<file path="src/rtl/updown_sweep_ctrl.sv">
// Triangular lo->hi->lo sweep sequencer for an 8-bit up/down counter.
// Runs a programmed number of round trips, then pulses done.
module updown_sweep_ctrl #(
  parameter int WIDTH = 8,
  parameter int CYC_W = 4
) (
  input  logic             clk,
  input  logic             rst,
  input  logic             start,
  input  logic             stop,
  input  logic             pause,
  input  logic [WIDTH-1:0] cfg_lo,
  input  logic [WIDTH-1:0] cfg_hi,
  input  logic [CYC_W-1:0] cfg_trips,
  output logic [WIDTH-1:0] count,
  output logic             dir,
  output logic             busy,
  output logic             done,
  output logic             err
);

  typedef enum logic [1:0] {
    IDLE = 2'd0,
    UP   = 2'd1,
    DOWN = 2'd2
  } state_t;

  state_t state, state_nx;

  logic [WIDTH-1:0] lo_q, hi_q;
  logic [CYC_W-1:0] trips_q, trips_done;
  logic             bad_cfg, at_hi, at_lo, last_trip;

  assign bad_cfg   = (cfg_lo >= cfg_hi) || (cfg_trips == '0);
  assign at_hi     = (count == hi_q);
  assign at_lo     = (count == lo_q);
  assign last_trip = ((trips_done + CYC_W'(1)) == trips_q);

  always_ff @(posedge clk or posedge rst) begin
    if (rst) state <= IDLE;
    else     state <= state_nx;
  end

  always_comb begin
    state_nx = state;
    unique case (state)
      IDLE: if (start && !bad_cfg) state_nx = UP;
      UP: begin
        if (stop)                state_nx = IDLE;
        else if (!pause && at_hi) state_nx = DOWN;
      end
      DOWN: begin
        if (stop) state_nx = IDLE;
        else if (!pause && at_lo)
          state_nx = last_trip ? IDLE : UP;
      end
      default: state_nx = IDLE;
    endcase
  end

  always_comb begin
    busy = (state != IDLE);
  end

  // Counter, direction, trip bookkeeping and the one-cycle pulses
  always_ff @(posedge clk or posedge rst) begin
    if (rst) begin
      count      <= '0;
      dir        <= 1'b1;
      done       <= 1'b0;
      err        <= 1'b0;
      trips_done <= '0;
      lo_q       <= '0;
      hi_q       <= '0;
      trips_q    <= '0;
    end else begin
      done <= 1'b0;
      err  <= 1'b0;
      unique case (state)
        IDLE: begin
          if (start) begin
            if (bad_cfg) begin
              err <= 1'b1;
            end else begin
              lo_q       <= cfg_lo;
              hi_q       <= cfg_hi;
              trips_q    <= cfg_trips;
              count      <= cfg_lo;
              dir        <= 1'b1;
              trips_done <= '0;
            end
          end
        end
        UP: begin
          if (stop) begin
            dir <= 1'b1;
          end else if (!pause) begin
            if (at_hi) begin
              count <= hi_q - 1'b1;
              dir   <= 1'b0;
            end else begin
              count <= count + 1'b1;
            end
          end
        end
        DOWN: begin
          if (stop) begin
            dir <= 1'b1;
          end else if (!pause) begin
            if (!at_lo) begin
              count <= count - 1'b1;
            end else if (last_trip) begin
              done <= 1'b1;
              dir  <= 1'b1;
            end else begin
              trips_done <= trips_done + 1'b1;
              count      <= lo_q + 1'b1;
              dir        <= 1'b1;
            end
          end
        end
        default: dir <= 1'b1;
      endcase
    end
  end

endmodule

</file>
<file path="config.mk">
export PLATFORM = sky130hd
export DESIGN_NAME = updown_sweep_ctrl
export DESIGN_NICKNAME = d
export VERILOG_FILES = /design/src/rtl/updown_sweep_ctrl.sv
export SDC_FILE = /design/constraint.sdc
export NUM_CORES = 1
export LEC_CHECK = 0
export BUFFER_PORTS_ARGS = -buffer_cell sky130_fd_sc_hd__clkbuf_2
export CAP_MARGIN = 20
export CORE_MARGIN = 1
export CORE_UTILIZATION = 55
export CTS_BUF_LIST = sky130_fd_sc_hd__clkbuf_4
export CTS_CLUSTER_SIZE = 40
export DETAILED_ROUTE_END_ITERATION = 6
export PLACE_DENSITY = 0.76
export SYNTH_ARGS = -nofsm -noshare
export SYNTH_HDL_FRONTEND = slang
export SYNTH_SLANG_ARGS = --single-unit
</file>
<file path="constraint.sdc">
create_clock -name clk -period 5.2 [get_ports clk]
set_input_delay 0.52 -clock clk [delete_from_list [all_inputs] [get_ports clk]]
set_output_delay 0.52 -clock clk [all_outputs]
set_load 0.05 [all_outputs]
</file>
# ---- Yosys cells after proc, flatten, opt, wreduce, memory -nomap -nowiden
# Index checks and enable logic that the tools add are counted.
dict set report totals {
  n_memories 0
  word_cells 94
  input_bits 25
  mem_bits_rw 0
  latch_bits 0
  romBits 0
  out_inout_bits 12
  ff_bits 37
}
dict set report classes {
  reduce_logical 16
  n_shift 0
  muxes 41
  eq_ne 21
  order_cmp 1
  bitwise 1
  div_mod_pow 0
  mul 0
  add_sub_neg 5
}
# op count
set ops {}
lappend ops {{$mux W8} 9}
lappend ops {{$mux W4} 6}
lappend ops {{$pmux W8 S3} 1}
lappend ops {{$ne A3 B3 Y1 const B} 7}
lappend ops {{$ne A2 B2 Y1 const B} 9}
lappend ops {{$mux W1} 17}
lappend ops {{$add A8 B1 Y8 const B} 2}
lappend ops {{$eq A8 B8 Y1} 2}
lappend ops {{$sub A8 B1 Y8 const B} 2}
lappend ops {{$mux W2} 5}
lappend ops {{$ge A8 B8 Y1} 1}
lappend ops {{$pmux W4 S2} 1}
lappend ops {{$reduce_and A8 Y1} 1}
lappend ops {{$reduce_and A7 Y1} 1}
lappend ops {{$pmux W2 S3} 1}
lappend ops {{$reduce_and A3 Y1} 2}
lappend ops {{$reduce_and A6 Y1} 1}
lappend ops {{$add A4 B1 Y4 const B} 1}
lappend ops {{$eq A4 B4 Y1} 1}
lappend ops {{$logic_not A4 Y1} 1}
lappend ops {{$reduce_bool A2 Y1} 2}
lappend ops {{$logic_and A1 B1 Y1} 3}
lappend ops {{$pmux W1 S3} 1}
lappend ops {{$reduce_bool A3 Y1} 1}
lappend ops {{other kinds (6)} 7}

# ---- Depth between registers and ports, before layout
dict set report depth {
  word_depth 7
  mapped_depth 9
  depth_no_buf 8
}

# ---- Worst setup path before layout
# No wires, ideal clock.
dict set report synth_timing {
  kind {register to register}
  from {register count[3]}
  to {register trips_done[1]}
  arrival_time_ps 2166
  slack_ps 2911
  setup_time_ps 123
  path_buffers 2
  synth_period_minus_slack_ps 2289
  required_time_ps 5077
  stages_incl_launch_ff 9
  path_cell_list {dfrtp_1 -> buf_2 -> xnor2_1 -> nand4_1 -> or2_1 -> buf_2 -> nor4_4 -> o21ai_1 -> o221a_1}
}
dict set report synth_via {
  elab_chain_cells 3
}
# element line_no
set synth_rtl {}
lappend synth_rtl {{start: declaration} 15} ;# output logic [WIDTH-1:0] count,
lappend synth_rtl {{start signal: assignment} 88} ;# count <= cfg_lo;
lappend synth_rtl {{start signal: assignment} 99} ;# count <= hi_q - 1'b1;
lappend synth_rtl {{start signal: assignment} 102} ;# count <= count + 1'b1;
lappend synth_rtl {{$eq A8 B8 Y1} 36} ;# assign at_lo = (count == lo_q);
lappend synth_rtl {{$ne A2 B2 Y1 (no source line)} -}
lappend synth_rtl {{$reduce_and A7 Y1 (no source line)} -}
lappend synth_rtl {{end signal: assignment} 116} ;# trips_done <= trips_done + 1'b1;
lappend synth_rtl {{end: declaration} 31} ;# logic [CYC_W-1:0] trips_q, trips_done;
# Every way passes these cells.
# A chain may end at the register's enable or synchronous reset.

# ---- Final worst setup path
dict set report layout_timing {
  from {input port cfg_lo[0]}
  to {register hi_q[3]}
}
dict set report layout_via {
  elab_chain_cells 4
}
# element line_no
set layout_rtl {}
lappend layout_rtl {{start: declaration} 12} ;# input logic [WIDTH-1:0] cfg_lo,
lappend layout_rtl {{$ge A8 B8 Y1} 34} ;# assign bad_cfg = (cfg_lo >= cfg_hi) || (cfg_trips == '0);
lappend layout_rtl {{$logic_or A1 B1 Y1} 34}
lappend layout_rtl {{$not A1 Y1 (no source line)} -}
lappend layout_rtl {{$reduce_and A3 Y1 (no source line)} -}
lappend layout_rtl {{end signal: assignment} 86} ;# hi_q <= cfg_hi;
lappend layout_rtl {{end: declaration} 30} ;# logic [WIDTH-1:0] lo_q, hi_q;
# Every way passes these cells.

==> metrics <==
status finished clean; Top Ports 37; Remaining Overflow, GRT 0; DR pass1 iterations 5; reg-to-reg endpoint count[1]; met1 Track Usage GR 0.3746; initial antenna violation count 0; met2 Use GR 0.4264; power density over the cells roughly 590 nW/um^2; Slew HR 0.3832; crit path DAT 2.86 ns; Critical Path Max Stage Delay 0.80 ns; net load switching power 0.9305 mW; CP Capture Type flop; unrepaired setup endpoints after global routing no; initial core utilization 0.5705; Logic pwr share 0.559; area leader, netlist dfrtp_1; Nets roughly 370; clock power share 0.116; endpoints failing hold 0; Final Instance Area 3177 sq um; CTS tree yes; Yosys reg bits 37; yosys warns 0; Synthesized Nets around 340; GRT Total Usage 0.2707; CP Class in2reg; H-tree depth 2; post-synth top area share 0.3111; hold buffer count at CTS 0; setup TNS 0 ns; CTS root buffer clkbuf_4; WL final 6.866 mm; top cells by instance count after synthesis dfrtp_1, xnor2_1, inv_1; largest net degree at the start of global routing 38; internal power between 0.9 and 1 mW; WL per Instance about 17 um; via count ~2.4k; placed cell area 3093 sq um; Unique masters post-synth 54; Sink Count 37; skew final roughly 0.019 ns; # DRC 0; Critical Path Source cfg_lo[0]; CP endpoint hi_q[3]; core area around 5100 sq um; Slowest-stage cell, CP and3_1; Final setup viols 0; hold crit path type in2async; Final Cycle Share 0.5012; first-pass GRT wire length roughly 11 mm; ANT cells 0; Rows 26; CP cell instances clkbuf_2, inv_1, ha_1, nand2b_1, a21oi_1, o211ai_1, a21boi_0, and3_1, mux2_2; port buffer count 36; area of the mapped netlist between 2000 and 3000 sq um; vias in the first global route 2220; die height ~75 um; initial drt markers roughly 230; worst-case vdd ir drop 322.5 uV; Die W about 75 um; prevailing post-synth register cell dfrtp_1; postcts setup bufs 0; Post-DP HPWL about 5 mm; CP Data Required Time 5.45 ns; register area share after synthesis 0.3202; Clock Tree Buf Depth 2; Final GP Congestion about 0.93; antenna-violating nets left 0; ranking of synthesized cells by area dfrtp_1, xnor2_1, mux2_2, ha_1, xor2_1; fraction of registers with async set/reset 1.000; GR Util met3 0.04878; sequential power share 0.324; Fmax achieved between 0.3 and 0.4 GHz; flop2flop setup slack ~2.8 ns; worst reg-to-reg path cell count 5; Worst Setup Start Kind input pin; min Tclk post-route 2.606 ns; area grow syn2layout 9.724%; Tightest Pin Transition between 0.9 and 1 ns; layout cells sized above 1 0.2362; number of max-cap violations 0; Gate Count Post-Synth 296; Clk Latency, worst-skew pair about 0.37 ns; Post-synth EDFFs 0; CTS buffer count 5; CP max FO 20; R2R Path Start state[0]; most repeated cell in the gate-level netlist after synthesis dfrtp_1; cts repair resizes 0; die area between 5000 and 6000 sq um; Switching Share 0.4957; GRT Max-Usage Layer met2; Max Slew Vio Count 0; DR vias/cell between 6 and 7; Reg clk slew, reported paths between 0.1 and 0.15 ns; Leakage ~1.4 nW; syn_area_per_cell between 9 and 10 sq um
-- critical path: cells and delay by family --
kind                     cells  cell delay, ns
adder cells (fa/ha/maj)      1            0.27
multiplexers                 1            0.42
buffers and inverters        2            0.15
AO/OA/AOI/OAI                3            0.53
AND/OR/NAND/NOR              2            0.95
-- layout by cell type (no fill, tap or decap), types with 3 or more instances in the layout --
cell type  instances
clkbuf_2          36
o21ai_0           12
mux2_2            19
nand2_1           15
nand3_1            7
a21oi_1            6
o32ai_1            8
nand2b_1           5
clkbuf_4           5
nor3_1             5
nand4_1            3
a211oi_1           3
nor4_1             4
mux2i_1           13
nor2_1            12
a221oi_1           7
xnor2_1           28
dfrtp_1           36
ha_1              17
xor2_1            17
inv_1             23
-- cell families (layout without fill, tap and decap cells) --
| logic type | after synthesis | in the layout | synth area share |
|---|---|---|---|
| AOI/OAI and AO/OA | 59 | 59 | 0.1603 |
| xor gates and xnor gates | 45 | 45 | 0.1361 |
| adders and majority gates | 17 | 17 | 0.07346 |
| buffers and inverters | 40 | 70 | 0.05920 |
| DFF | 37 | 37 | 0.3202 |
| muxes | 32 | 32 | 0.1188 |
| and+or+nand+nor | 66 | 66 | 0.1318 |
-- through the flow --
step / worst slack (ns) / hold WS (ns) / total power, mW / utilization / instances
2_1_floorplan: 2.911 / 0.5008 / 1.426 / - / 296
3_3_place_gp: 2.301 / 0.4728 / 1.620 / 0.6095 / 388
3_5_place_dp: 2.247 / 0.4776 / 1.642 / 0.6095 / 388
4_1_cts: 2.599 / 0.2439 / 1.862 / 0.6260 / 396
5_1_grt: 2.424 / 0.2576 / 1.998 / 0.6260 / 396
6_report: 2.594 / 0.2200 / 1.877 / 0.6260 / 396
-- registers in the layout, indices dropped and copies added, names as in the netlist --
name and flops:
lo_q 8, state 2, done 1, trips_done 4
err 1, trips_q 4, count 8, dir 1
hi_q 8
-- layer usage --
metal	vias up	routed length [um]
met2	98	3162
li1	1126	-
met4	0	188
met3	19	389
met1	1146	3126
met5	-	0
-- power by group through the flow --
stage | Combinational [mW] | Sequential (mW) | Clock [mW]
after floorplan | 0.813 | 0.613 | 0
after global placement | 1.01 | 0.607 | 0
after detailed placement | 1.03 | 0.610 | 0
after CTS | 1.04 | 0.603 | 0.217
after global routing | 1.14 | 0.628 | 0.229
final | 1.05 | 0.608 | 0.218
-- layout make-up --
type / instances / area (sq um)
Tap cell: 70 / 87.58
Fill cell: 439 / 1898
Inverter: 25 / 93.84
Timing Repair Buffer: 37 / 187.7
Sequential cell: 37 / 927.1
Clock buffer: 5 / 37.54
Multi-Input combinational cell: 219 / 1797
Clock inverter: 3 / 46.29
-- worst min path at each step --
stage / start / slack, ns / depth (start not counted) / endpoint
after floorplan: trips_q[3] / 0.50 / 1 / trips_q[3]
after global placement: dir / 0.47 / 1 / dir
after detailed placement: dir / 0.48 / 1 / dir
after CTS: rst / 0.24 / 3 / trips_done[2]
after global routing: rst / 0.26 / 3 / trips_done[2]
final: rst / 0.22 / 3 / count[3]
(Power assumes the default switching activity.)
